**config.mk**
```make
export PLATFORM = sky130hd
export DESIGN_NAME = register_forward
export DESIGN_NICKNAME = d
export VERILOG_FILES = /design/src/rtl/fwd_pkg.sv /design/src/rtl/fwd_select.sv /design/src/rtl/register_forward.sv
export SDC_FILE = /design/constraint.sdc
export NUM_CORES = 1
export LEC_CHECK = 0
export ABC_AREA = 1
export CAP_MARGIN = 0
export CORE_AREA = 8 8 45 47
export DETAILED_ROUTE_END_ITERATION = 12
export DIE_AREA = 0 0 53 55
export PLACE_DENSITY_LB_ADDON = 0.12
export SYNTH_ARGS = -nofsm -noshare
export SYNTH_HDL_FRONTEND = slang
export SYNTH_SLANG_ARGS = --single-unit
export TNS_END_PERCENT = 20
```
**constraint.sdc**
```tcl
create_clock -name vclk -period 1.44
set_input_delay 0.288 -clock vclk [all_inputs]
set_output_delay 0.288 -clock vclk [all_outputs]
set_load 0.02 [all_outputs]
```
**src/rtl/fwd_pkg.sv**
```systemverilog
// Shared definitions for the EX-stage operand forwarding unit.
package fwd_pkg;

    // Width of a register number: 16 general-purpose registers.
    localparam int REG_ADDR_W_DEF = 4;

    // Operand mux select type and its legal encodings.
    typedef logic [1:0] fwd_sel_t;

    localparam fwd_sel_t FWD_REG = 2'b00;  // take the register-file value
    localparam fwd_sel_t FWD_MEM = 2'b01;  // take the EX/MEM ALU result
    localparam fwd_sel_t FWD_WB  = 2'b10;  // take the MEM/WB write-back value

endpackage : fwd_pkg

```
**src/rtl/fwd_select.sv**
```systemverilog
// Single-operand forwarding decision: chooses where one ALU source operand
// comes from, preferring the newest in-flight result.
module fwd_select
    import fwd_pkg::*;
#(
    parameter int REG_ADDR_W = REG_ADDR_W_DEF
) (
    input  logic                  rst,
    input  logic [REG_ADDR_W-1:0] op_x,
    input  logic [REG_ADDR_W-1:0] mem_rd,
    input  logic [REG_ADDR_W-1:0] wb_rd,
    input  logic                  mem_reg_write,
    input  logic                  wb_reg_write,
    output fwd_sel_t              sel
);

    fwd_sel_t sel_d;

    // Priority compare: reset gates everything, MEM (newer) beats WB, and any
    // unresolved or unknown compare falls through to the register-file value.
    always_comb begin
        sel_d = FWD_REG;
        if (!rst) begin
            sel_d = FWD_REG;
        end else if (mem_reg_write && (mem_rd == op_x)) begin
            sel_d = FWD_MEM;
        end else if (wb_reg_write && (wb_rd == op_x)) begin
            sel_d = FWD_WB;
        end else begin
            sel_d = FWD_REG;
        end
    end

    assign sel = sel_d;

endmodule : fwd_select

```
**src/rtl/register_forward.sv**
```systemverilog
// EX-stage data-forwarding unit: drives the two ALU operand mux selects so
// each source operand comes from the newest in-flight result.
module register_forward
    import fwd_pkg::*;
#(
    parameter int REG_ADDR_W = REG_ADDR_W_DEF
) (
    input  logic                  clk,
    input  logic                  rst,
    input  logic [REG_ADDR_W-1:0] op1,
    input  logic [REG_ADDR_W-1:0] op2,
    input  logic [REG_ADDR_W-1:0] memRd,
    input  logic [REG_ADDR_W-1:0] wbRd,
    input  logic                  memRegWrite,
    input  logic                  wbRegWrite,
    output logic [1:0]            aluSrc2,
    output logic [1:0]            aluSrc3
);

    // The unit holds no state; the clock is part of the pipeline-side
    // interface only and is deliberately left unconsumed.
    logic unused_clk;
    assign unused_clk = clk;

    fwd_sel_t sel_op1;
    fwd_sel_t sel_op2;

    // Operand A select, driven from source register 1.
    fwd_select #(
        .REG_ADDR_W (REG_ADDR_W)
    ) u_fwd_op1 (
        .rst           (rst),
        .op_x          (op1),
        .mem_rd        (memRd),
        .wb_rd         (wbRd),
        .mem_reg_write (memRegWrite),
        .wb_reg_write  (wbRegWrite),
        .sel           (sel_op1)
    );

    // Operand B select, driven from source register 2.
    fwd_select #(
        .REG_ADDR_W (REG_ADDR_W)
    ) u_fwd_op2 (
        .rst           (rst),
        .op_x          (op2),
        .mem_rd        (memRd),
        .wb_rd         (wbRd),
        .mem_reg_write (memRegWrite),
        .wb_reg_write  (wbRegWrite),
        .sel           (sel_op2)
    );

    assign aluSrc2 = sel_op1;
    assign aluSrc3 = sel_op2;

endmodule : register_forward

```
==> metrics <==
FF/Latch Area=0 um^2; Setup Buffers After CTS=0; via count=455; row cnt=14; Least-Margin Pin Slew=200 ps; Commonest cells post-synth=34 x nand2_1, 20 x inv_1, 9 x nor2_1; Final GP Congestion=0.696; Avg Cell Area, Syn=4.39 um^2; Die X-Extent=53 um; CP max stage delay=190 ps; Slew Viols, Final=0; Critical Path Start=memRegWrite; Pre-antenna DRT Iters=2; NumNets Final=120; crit-path max FO=2; hold path depth=5; Tot Pwr=125 uW; status=complete, no violations; post-synthesis cell area=329 um^2; Worst Hold Class=input pin to primary output; Finished Layout Cells=114; CP Launch Type=input pin; WP data arrival=1070 ps; Fin. Hold Viols=0; Seq cells=0; Boundary Pins=24; max cap viols=0; DP Wirelength=937 um; mean routed wirelength per cell=9.16 um; Starting Density=23.8%; DR vias/cell=3.99; first-pass GRT wire length=1680 um; grt ovf=0; # setup viols final=0; Max VDD drop=0.0662 mV; pin count of the biggest net entering global routing=5; pwr/cell area=241 nW/um^2; Die Area=2920 um^2; hold slack=1010 ps; Worst Path Buf+Inv=3; count leader, synth=nand2_1; slowest library cell on the worst path=nor3_2; Core Box Area=1380 um^2; Yosys top cell area share=38.8%; Worst setup EP type=primary output; Starting DRT DRC Count=1; sequential element share of the synthesized area=0%; Routed WL=1040 um; path length in cells of the critical path=6; cell-by-cell trace of the critical path=clkdlybuf4s15_1, inv_2, a21oi_2, nand3_2, nor3_2, buf_4; Cells after Synth=75; leakage=0.341 nW; drc violations=0; top cells by area, synth=nand2_1 39%, inv_1 23%, nor2_1 10%; number of global-route vias before repair=412; Worst path top cell family by delay=buffers and inverters; synth warn=0; ANT nets after route=0; clock buf count=0; fmax=736 MHz; Die Height=55 um; Critical Path RT=1150 ps; Buffers on Ports=23; post-layout minimum cycle time=1360 ps; fin crit share=94.4%; Worst slew margin=86.6%; RSZ-0062 raised after global routing=no; Multi-input gate area=284 um^2; hold wc startpoint=op1[0]; Yosys cell types=8; cell taking the most area after synthesis=nand2_1; kind of critical path=input pin to primary output; share of cells above drive strength 1=37.8%; Area growth, synth to finish=58.2%; antenna violations before repair=0; Syn Nets=95; diode count=0; All-Layer GR Usage=6.98%; Fill cells=179; Inst Count DP=114
==> layout by cell type, fill, tap and decap left out, drive strengths merged <==
master	Yosys	layout
nor2	9	9
nor3	2	2
clkbuf	0	15
buf	0	4
inv	20	20
nand2	34	34
o211ai	2	2
clkdlybuf4s15	0	3
dlygate4sd2	0	1
xnor2	2	2
nand3	4	4
a21oi	2	2
==> logic make-up (layout without fill, tap and decap cells) <==
family                    Yosys count  in the layout  synth area share (%)
buffers and inverters              20             43                  22.8
and+or+nand+nor                    49             49                  61.2
xor gates and xnor gates            2              2                  5.32
AOI/OAI and AO/OA                   4              4                  10.6
==> report_power, final <==
part	internal, mW	total (mW)	switching, mW
Clock	0	0	0
Combinational	0.0540	0.125	0.0713
Sequential	0	0	0
Total	0.0540	0.125	0.0713
==> worst min-delay path, delay by kind of cell <==
family / cells / cell delay [ps]
buffers and inverters: 2 / 260
AND/OR/NAND/NOR: 2 / 110
AO/OA/AOI/OAI: 1 / 60
==> routing by layer <==
layer  global-route usage, %  wire [um]
met1                    9.20        499
met2                    12.1        488
met3                    1.34         56
met4                       0          0
met5                       0          0
==> worst paths after layout <==
check / to / slack, ps
worst max-delay path: aluSrc3[0] / 80
worst min-delay path: aluSrc2[0] / 1010
==> what timing repair did <==
item	in CTS	in global routing
pin swaps	10	11
hold buffers	0	0
resized for setup	48	37
endpoints found under the setup margin	4	4
==> stage by stage <==
stage | utilization (%) | worst slack [ps] | setup TNS (ps) | area, um^2
detailed placement | 41.9 | -725 | -2840 | 579
floorplan | - | 248 | 0 | 329
finish | 37.6 | 80.9 | 0 | 520
global route | 37.6 | 7.26 | 0 | 520
global placement | 41.9 | -743 | -2850 | 579
CTS | 40.7 | -7.07 | -7.07 | 563
==> area by class of cell <==
| class | count | area share (%) |
|---|---|---|
| inverters | 20 | 14.4 |
| multi-input cells | 55 | 54.6 |
| well taps | 16 | 3.85 |
| repair buffers | 23 | 27.2 |
Note: power is estimated with default switching activity, not from simulation.
